## config.mk

```make
export PLATFORM = sky130hd
export DESIGN_NAME = countdown_ctrl
export DESIGN_NICKNAME = d
export VERILOG_FILES = /design/src/rtl/countdown_pkg.sv /design/src/rtl/countdown_ctrl_bcd_down_digit.sv /design/src/rtl/countdown_ctrl.sv
export SDC_FILE = /design/constraint.sdc
export NUM_CORES = 1
export LEC_CHECK = 0
export CAP_MARGIN = 30
export CORE_AREA = 2 2 86 88
export CTS_BUF_LIST = sky130_fd_sc_hd__clkbuf_2
export DETAILED_ROUTE_END_ITERATION = 16
export DIE_AREA = 0 0 88 90
export PLACE_DENSITY = 0.77
export SLEW_MARGIN = 20
export SYNTH_ARGS = -nofsm -noshare
export SYNTH_HDL_FRONTEND = slang
export SYNTH_SLANG_ARGS = --single-unit
```

## constraint.sdc

```tcl
create_clock -name C_CLK -period 2.8 [get_ports C_CLK]
set_clock_uncertainty 0.1 [all_clocks]
set_input_delay 0.56 -clock C_CLK [delete_from_list [all_inputs] [get_ports C_CLK]]
set_output_delay 0.56 -clock C_CLK [all_outputs]
set_load 0.01 [all_outputs]
```

## src/rtl/countdown_pkg.sv

```systemverilog
// Shared types and constants for the mm:ss countdown controller.
package countdown_pkg;

  // Run-control states; the encoding is visible on the STATE output.
  typedef enum logic [1:0] {
    ST_IDLE  = 2'd0,
    ST_RUN   = 2'd1,
    ST_PAUSE = 2'd2,
    ST_DONE  = 2'd3
  } state_t;

  // Largest legal value of a units digit and of a tens digit.
  localparam logic [3:0] UNIT_MAX = 4'd9;
  localparam logic [3:0] TENS_MAX = 4'd5;

  // Four BCD digits, most significant first: MM:SS.
  typedef struct packed {
    logic [3:0] m1;
    logic [3:0] m0;
    logic [3:0] s1;
    logic [3:0] s0;
  } bcd_time_t;

  // Clamp a raw nibble from the preset switches to a legal digit.
  function automatic logic [3:0] sat_bcd(input logic [3:0] value, input logic [3:0] max);
    return (value > max) ? max : value;
  endfunction

endpackage

```

## src/rtl/countdown_ctrl_bcd_down_digit.sv

```systemverilog
// One BCD down-counting digit with parallel load and borrow out.
module bcd_down_digit #(
  parameter logic [3:0] MAX = 4'd9
) (
  input  logic       clk,
  input  logic       rst_n,
  input  logic       load,
  input  logic [3:0] load_val,
  input  logic       dec,
  output logic [3:0] digit,
  output logic       borrow
);

  // Load has priority; a decrement from zero wraps to MAX and borrows.
  // NOTE: registered state uses <= so every flop samples pre-edge values.
  always_ff @(posedge clk or negedge rst_n) begin
    if (!rst_n) begin
      digit <= 4'd0;
    end else if (load) begin
      digit <= load_val;
    end else if (dec) begin
      digit <= (digit == 4'd0) ? MAX : digit - 4'd1;
    end
  end

  assign borrow = (digit == 4'd0) && dec;

endmodule

```

## src/rtl/countdown_ctrl.sv

```systemverilog
// Run control for the mm:ss countdown: prescaler, preset, borrow chain, FSM.
module countdown_ctrl
  import countdown_pkg::*;
#(
  parameter int TICK_DIV = 100000000
) (
  input  logic       C_CLK,
  input  logic       RST,
  input  logic       LOAD,
  input  logic [3:0] LD_M1,
  input  logic [3:0] LD_M0,
  input  logic [3:0] LD_S1,
  input  logic [3:0] LD_S0,
  input  logic       START,
  input  logic       CLR,
  output logic [3:0] D_M1,
  output logic [3:0] D_M0,
  output logic [3:0] D_S1,
  output logic [3:0] D_S0,
  output logic [1:0] STATE,
  output logic       TICK,
  output logic       DONE_P
);

  localparam int PW = $clog2(TICK_DIV);
  localparam logic [PW-1:0] PRESC_LAST = PW'(TICK_DIV - 1);

  state_t        state, state_nx;
  logic [PW-1:0] presc;
  bcd_time_t     preset, cur, ld_sat, load_val;
  logic          load_acc, start_acc, tick_ev, at_one, digits_load;
  logic          tick_nx, done_p_nx;
  logic [3:0]    borrow;

  assign cur    = '{m1: D_M1, m0: D_M0, s1: D_S1, s0: D_S0};
  assign ld_sat = '{m1: sat_bcd(LD_M1, TENS_MAX), m0: sat_bcd(LD_M0, UNIT_MAX),
                    s1: sat_bcd(LD_S1, TENS_MAX), s0: sat_bcd(LD_S0, UNIT_MAX)};

  // CLR beats LOAD beats START; LOAD is only honoured while stopped.
  assign load_acc  = LOAD && !CLR && (state == ST_IDLE || state == ST_DONE);
  assign start_acc = START && !CLR && !load_acc;
  assign tick_ev   = (state == ST_RUN) && (presc == PRESC_LAST) && !CLR;
  assign at_one    = (cur == 16'h0001);

  // borrow[3] would mean decrementing 00:00; force zero instead of wrapping.
  assign digits_load = CLR || load_acc || (start_acc && state == ST_DONE) || borrow[3];
  assign load_val    = load_acc ? ld_sat : (borrow[3] ? '0 : preset);

  bcd_down_digit #(.MAX(UNIT_MAX)) u_s0 (
    .clk(C_CLK), .rst_n(RST), .load(digits_load), .load_val(load_val.s0),
    .dec(tick_ev), .digit(D_S0), .borrow(borrow[0]));
  bcd_down_digit #(.MAX(TENS_MAX)) u_s1 (
    .clk(C_CLK), .rst_n(RST), .load(digits_load), .load_val(load_val.s1),
    .dec(borrow[0]), .digit(D_S1), .borrow(borrow[1]));
  bcd_down_digit #(.MAX(UNIT_MAX)) u_m0 (
    .clk(C_CLK), .rst_n(RST), .load(digits_load), .load_val(load_val.m0),
    .dec(borrow[1]), .digit(D_M0), .borrow(borrow[2]));
  bcd_down_digit #(.MAX(TENS_MAX)) u_m1 (
    .clk(C_CLK), .rst_n(RST), .load(digits_load), .load_val(load_val.m1),
    .dec(borrow[2]), .digit(D_M1), .borrow(borrow[3]));

  // Preset captures the saturated switch value on an accepted LOAD.
  always_ff @(posedge C_CLK or negedge RST) begin
    if (!RST) begin
      preset <= '0;
    end else if (load_acc) begin
      preset <= ld_sat;
    end
  end

  // Prescaler advances in RUN, holds in PAUSE so resume keeps the partial second.
  always_ff @(posedge C_CLK or negedge RST) begin
    if (!RST) begin
      presc <= '0;
    end else if (CLR || load_acc) begin
      presc <= '0;
    end else begin
      case (state)
        ST_RUN:   presc <= (presc == PRESC_LAST) ? '0 : presc + PW'(1);
        ST_PAUSE: presc <= presc;
        default:  presc <= '0;
      endcase
    end
  end

  // State register plus the registered TICK / DONE_P pulses.
  always_ff @(posedge C_CLK or negedge RST) begin
    if (!RST) begin
      state  <= ST_IDLE;
      TICK   <= 1'b0;
      DONE_P <= 1'b0;
    end else begin
      state  <= state_nx;
      TICK   <= tick_nx;
      DONE_P <= done_p_nx;
    end
  end

  // Next-state: reaching 00:00 on a tick outranks a coincident START.
  // NOTE: defaulting every output first keeps this block free of latches.
  always_comb begin
    state_nx = state;
    if (CLR || load_acc) begin
      state_nx = ST_IDLE;
    end else if (tick_ev && at_one) begin
      state_nx = ST_DONE;
    end else if (start_acc) begin
      case (state)
        ST_IDLE:  state_nx = (cur == '0)    ? ST_DONE : ST_RUN;
        ST_RUN:   state_nx = ST_PAUSE;
        ST_PAUSE: state_nx = ST_RUN;
        ST_DONE:  state_nx = (preset == '0) ? ST_DONE : ST_RUN;
        default:  state_nx = ST_IDLE;
      endcase
    end
  end

  // Output decode: DONE_P on any entry to DONE, including START re-entry.
  always_comb begin
    tick_nx   = tick_ev;
    done_p_nx = (state_nx == ST_DONE) && (state != ST_DONE || start_acc);
  end

  assign STATE = state;

endmodule
```

# [After elaboration in Yosys (flattened, before gate mapping)]
# Cells that the tools add are included.
[totals] ram_bits=0 latch_bits=0 output_inout_bits=20 n_memories=0 word_cells=87 in_bits=21 rom_bits=0 register_bits=63
[op_classes] shift=0 reduce_logical=31 n_lt_le_gt_ge=4 eq_ne=8 n_bitwise=0 n_addsub=5 div=0 n_mul=0 muxes=27
[op_table] op="4-bit 2-to-1 mux" n=16
[op_table] op="27-bit 2-to-1 mux" n=2
[op_table] op="27-bit case mux with 2 select lines" n=1
[op_table] op="16-bit logical NOT" n=2
[op_table] op="16-bit 2-to-1 mux" n=2
[op_table] op="27-bit by 1-bit adder with 27-bit output, second input constant" n=1
[op_table] op="27-bit equality test, second input constant" n=1
[op_table] op="16-bit by 1-bit equality test with 1-bit output, second input constant" n=1
[op_table] op="4-bit logical NOT" n=4
[op_table] op="4-bit by 1-bit subtractor with 4-bit output, second input constant" n=4
[op_table] op="1-bit logical AND" n=13
[op_table] op="2-bit 2-to-1 mux" n=5
[op_table] op="4-bit by 3-bit > comparator with 1-bit output, second input constant" n=2
[op_table] op="4-bit > comparator, second input constant" n=2
[op_table] op="2-bit case mux with 4 select lines" n=1
[op_table] op="2-bit nonzero test" n=4
[op_table] op="2-bit equality test, second input constant" n=3
[op_table] op="1-bit logical OR" n=5
[op_table] op="2-bit inequality test, second input constant" n=2
[op_table] op="2-bit by 1-bit equality test with 1-bit output, second input constant" n=1
[op_table] op="1-bit logical NOT" n=2
[op_table] op="2-bit logical NOT" n=1

# [Logic depth before layout (Yosys ltp)]
[depth] depth_word=10 mapped_depth=9 mapped_depth_nobuf=8

# [Cells and area by module]
# Synthesis repeated with hierarchy kept, for this count alone.
[unflattened] cells_unflattened=383 hier_area_um2=3528.4
[modules_own_cells] module="countdown_ctrl" instances=1 area_each_um2=2662.6 cells_each=297 seq_area_each_um2=1176.1
[modules_own_cells] module="bcd_down_digit at u_m0 ..." instances=2 area_each_um2=231.5 cells_each=22 seq_area_each_um2=100.1
[modules_own_cells] module="bcd_down_digit at u_m1 ..." instances=2 area_each_um2=201.4 cells_each=21 seq_area_each_um2=100.1

# [Least setup slack after synthesis]
# Ideal clock, no wire load.
[synth_path] kind="register -> register" start="reg presc[8]" end="reg u_s0.digit[3]" path_slack_ps=146 arrival_ps=2485 required_time_ps=2631 setup_time_ps=69 path_buffers=1 synth_period_minus_slack_ps=2654 path_stages_with_launch=8 path_cell_list="dfrtp_1 -> buf_6 -> or4b_1 -> or4_4 -> nand2b_4 -> or3_1 -> or4_1 -> nand3_1"
[synth_between] elab_chain_len=10 elab_cells_between_ends=12 classes_between="1 x eq/ne; 3 x mux; 8 x reduce/logical"
[synth_lines] item="from (decl)" line="countdown_ctrl.sv:29" rtl="logic [PW-1:0] presc;"
[synth_lines] item="from (signal assigned)" line="countdown_ctrl.sv:79" rtl="ST_RUN: presc <= (presc == PRESC_LAST) ? '0 : presc + PW'(1);"
[synth_lines] item="from (signal assigned)" line="countdown_ctrl.sv:80" rtl="ST_PAUSE: presc <= presc;"
[synth_lines] item="27-bit equality test *" line="countdown_ctrl.sv:42" rtl="assign tick_ev = (state == ST_RUN) && (presc == PRESC_LAST) && !CLR;"
[synth_lines] item="1-bit logical AND * (2 in a row)" line="countdown_ctrl.sv:42"
[synth_lines] item="1-bit logical AND (4 in a row)" line="countdown_ctrl_bcd_down_digit.sv:26" rtl="assign borrow = (digit == 4'd0) && dec;"
[synth_lines] item="16-bit 2-to-1 mux (2 in a row)" line="countdown_ctrl.sv:47" rtl="assign load_val = load_acc ? ld_sat : (borrow[3] ? '0 : preset);"
[synth_lines] item="4-bit 2-to-1 mux" line="countdown_ctrl_bcd_down_digit.sv:19" rtl="end else if (load) begin"
[synth_lines] item="to (signal assigned)" line="countdown_ctrl_bcd_down_digit.sv:20" rtl="digit <= load_val;"
[synth_lines] item="to (signal assigned)" line="countdown_ctrl_bcd_down_digit.sv:22" rtl="digit <= (digit == 4'd0) ? MAX : digit - 4'd1;"
[synth_lines] item="to (decl)" line="countdown_ctrl_bcd_down_digit.sv:10" rtl="output logic [3:0] digit,"
# Mark *: on every way between the ends. The rest lies on a longest branch, timed or not.
# A chain may end at the register's enable or synchronous reset.

# [Worst setup path in the final report]
[layout_path] start="reg presc[19]" end="reg u_s0.digit[3]"
# The elaborated chain is that of the path after synthesis.

==> flow_summary.json <==
{
  "drt-total-wl_mm": 9.14,
  "initial_core_util": 0.510,
  "final_common_cell": "nand2_1",
  "clock-root-buffer": "clkbuf_2",
  "hold_violations": 0,
  "synth_edf_count": 0,
  "grt_pass1_vias": 3207,
  "p_leak_nw": 1.89,
  "die_h_um": 90,
  "gp_congestion": 0.848,
  "synthTopCellsByArea": "dfrtp_1 (44%), nand2_1 (7.8%), o21ai_0 (4.9%)",
  "grt_max_degree": 40,
  "crit_start": "presc[19]",
  "crit_path_start_kind": "flip-flop",
  "tns_ps": 0,
  "worstPathRequired_ps": 3180,
  "place_area_um2": 4220,
  "rsz0062_at_grt": "no",
  "place_ws_ps": 149,
  "fp-row-count": 31,
  "final_area_um2": 4340,
  "synth_cell_type_count": 59,
  "first_iter_violations": 194,
  "total_power_w": 0.00205,
  "setup_viol": 0,
  "slew_violations": 0,
  "crit_arrival_ps": 3040,
  "num_io_pins": 41,
  "syn_avg_cell_area_um2": 8.62,
  "multi_input_area_um2": 1920,
  "synthCells": 415,
  "viasPerCell": 5.80,
  "crit_buf_inv": 0,
  "n_antenna_cell": 0,
  "die_w_um": 88,
  "syn_to_final_growth_pct": 21.4,
  "drc": 0,
  "worstHoldStart": "preset[5]",
  "cts_tree": "built",
  "first_pass_iters": 5,
  "dp_hpwl_mm": 6.70,
  "max-slew-margin-rel": 0.563,
  "async_flop_share": 1.00,
  "yosys_warnings": 0,
  "critPathKind": "reg -> reg",
  "status": "complete, no violations",
  "worst_slew_pin_slew_ps": 652,
  "postRouteAntennaNets": 0,
  "port_buffers": 40,
  "cts_setup_buffers": 0,
  "clockBufferDepth": 2,
  "fp.dieArea_um2": 7920,
  "antenna_found_initial": 0,
  "grt_pass1_wl_mm": 15.7,
  "max_stage_delay_ps": 530,
  "ys_seq_area_frac": 0.441,
  "netlist.area_leader.share": 0.441,
  "critPathTopFamily": "simple AND/OR/NAND/NOR gates",
  "globalRoute.totalOverflow": 0,
  "syn-num-nets": 441,
  "max-cap-violations": 0,
  "slowest_stage": "or4_4",
  "synth_seq_cells": 63,
  "coreArea_um2": 7020,
  "cts_buffers": 9,
  "nFillCells": 610,
  "fin_crit_sh": 0.950,
  "clkSinkCount": 63,
  "setup_ws_ps": 140,
  "power_density_nw_per_um2": 471,
  "cp-end-kind": "flip-flop",
  "track_usage": 0.250,
  "ys.flop_type": "dfrtp_1",
  "hp-class": "reg -> reg",
  "num_vias": 3367,
  "critPathMaxFanout": 6,
  "final_cell_mix": "nand2_1 (74), dfrtp_1 (63), nor2_1 (39), clkdlybuf4s50_1 (39), o21ai_0 (35)",
  "min_period_ps": 2660,
  "layout.area.seq_um2": 1580,
  "cp_cell_sequence": "or4b_1 -> or4_4 -> nand2b_4 -> or3_1 -> or4_1 -> nand3_1",
  "syn_area_um2": 3580,
  "layout.nets": 503,
  "final_layout_size_suffix_gt1_frac": 0.0975,
  "max_freq_mhz": 376,
  "routedWlPerCell_um": 15.7,
  "clock_latency_ps": 530,
  "cts_max_level": 3,
  "hold_ws_ps": 424,
  "worstReg2RegStart": "presc[19]",
  "yosysTopAreaCell": "dfrtp_1",
  "ir_worst_vdd_v": 0.000260,
  "clkTransAtPathRegs_ps": 190
}
-- cells in the mapped netlist (3+ instances only) --
library cell   n
or3_1          4
nand3_1       25
and2_1         4
and3_1         9
or4_1          7
a211oi_1       3
nor3_1        10
nand2_1       74
a21oi_1       12
nand3b_1       4
nand4_1        9
o31ai_1        6
a22oi_1        3
ha_1           5
o21ai_0       35
a21o_1         6
nor2_1        39
inv_1          8
nor2b_1        3
xnor2_1        6
a31oi_1        6
and4_1         3
nor4_1         9
clkbuf_1      10
xor2_1         9
a22o_1         3
dfrtp_1       63
-- metal layers --
| metal | track usage | vias up | share of wire |
|---|---|---|---|
| li1 | - | 1632 | - |
| met1 | 0.375 | 1617 | 0.49 |
| met2 | 0.359 | 107 | 0.44 |
| met3 | 0.0560 | 11 | 0.062 |
| met4 | 0.0731 | 0 | 0.014 |
| met5 | 0 | - | 0 |
-- per-stage QoR --
step / util / cells
6_report: 0.619 / 581
4_1_cts: 0.618 / 581
3_5_place_dp: 0.601 / 564
2_1_floorplan: - / 415
3_3_place_gp: 0.601 / 564
5_1_grt: 0.619 / 581
-- sequential cells by signal, summed over array words and instances, names as in the netlist --
register    flops
u_m0.digit      4
u_m1.digit      4
STATE           2
preset         16
u_s1.digit      4
TICK            1
DONE_P          1
u_s0.digit      4
presc          27
-- repair_timing --
| action | 4_1_cts | 5_1_grt |
|---|---|---|
| endpoints found under the setup margin | 0 | 1 |
| endpoints found under the hold margin | 24 | 0 |
| gates resized for setup | 0 | 1 |
| hold buffers | 1 | 0 |
-- path summary, 6_finish.rpt --
path	end	depth (start not counted)	slack, ps
hold / removal	preset[5]	2	420
max in group asynchronous	preset[0]	3	1510
setup / recovery	u_s0.digit[3]	6	140
setup reg to reg	u_s0.digit[3]	6	140
min in group asynchronous	preset[11]	2	450
hold reg to reg	preset[5]	2	420
-- logic make-up after synthesis --
| family | after synthesis | synth area share |
|---|---|---|
| fa+ha+maj | 5 | 0.0175 |
| compound gates | 90 | 0.161 |
| simple gates | 218 | 0.311 |
| buf+inv | 21 | 0.0248 |
| mux | 3 | 0.00874 |
| flops | 63 | 0.441 |
| xor+xnor | 15 | 0.0367 |
-- power breakdown --
part / internal, W / switching (W) / total [W]
clock: 0.000206 / 0.000335 / 0.000541
combinational: 0.000212 / 0.000217 / 0.000429
sequential: 0.000981 / 0.0000941 / 0.00107
-- cell type report --
class / instances / area share
multi-input cells: 331 / 0.442
inverters: 8 / 0.00691
clock buffers: 11 / 0.0127
clock inverters: 5 / 0.0112
flip-flops and latches: 63 / 0.363
well taps: 99 / 0.0285
repair buffers: 64 / 0.136
-- worst reg2reg max path: stages, from the launching register on --
cell and delay (ps):
dfrtp_1 480, or4b_1 490, or4_4 530, nand2b_4 160
or3_1 350, or4_1 410, nand3_1 90
(Power assumes the default switching activity.)
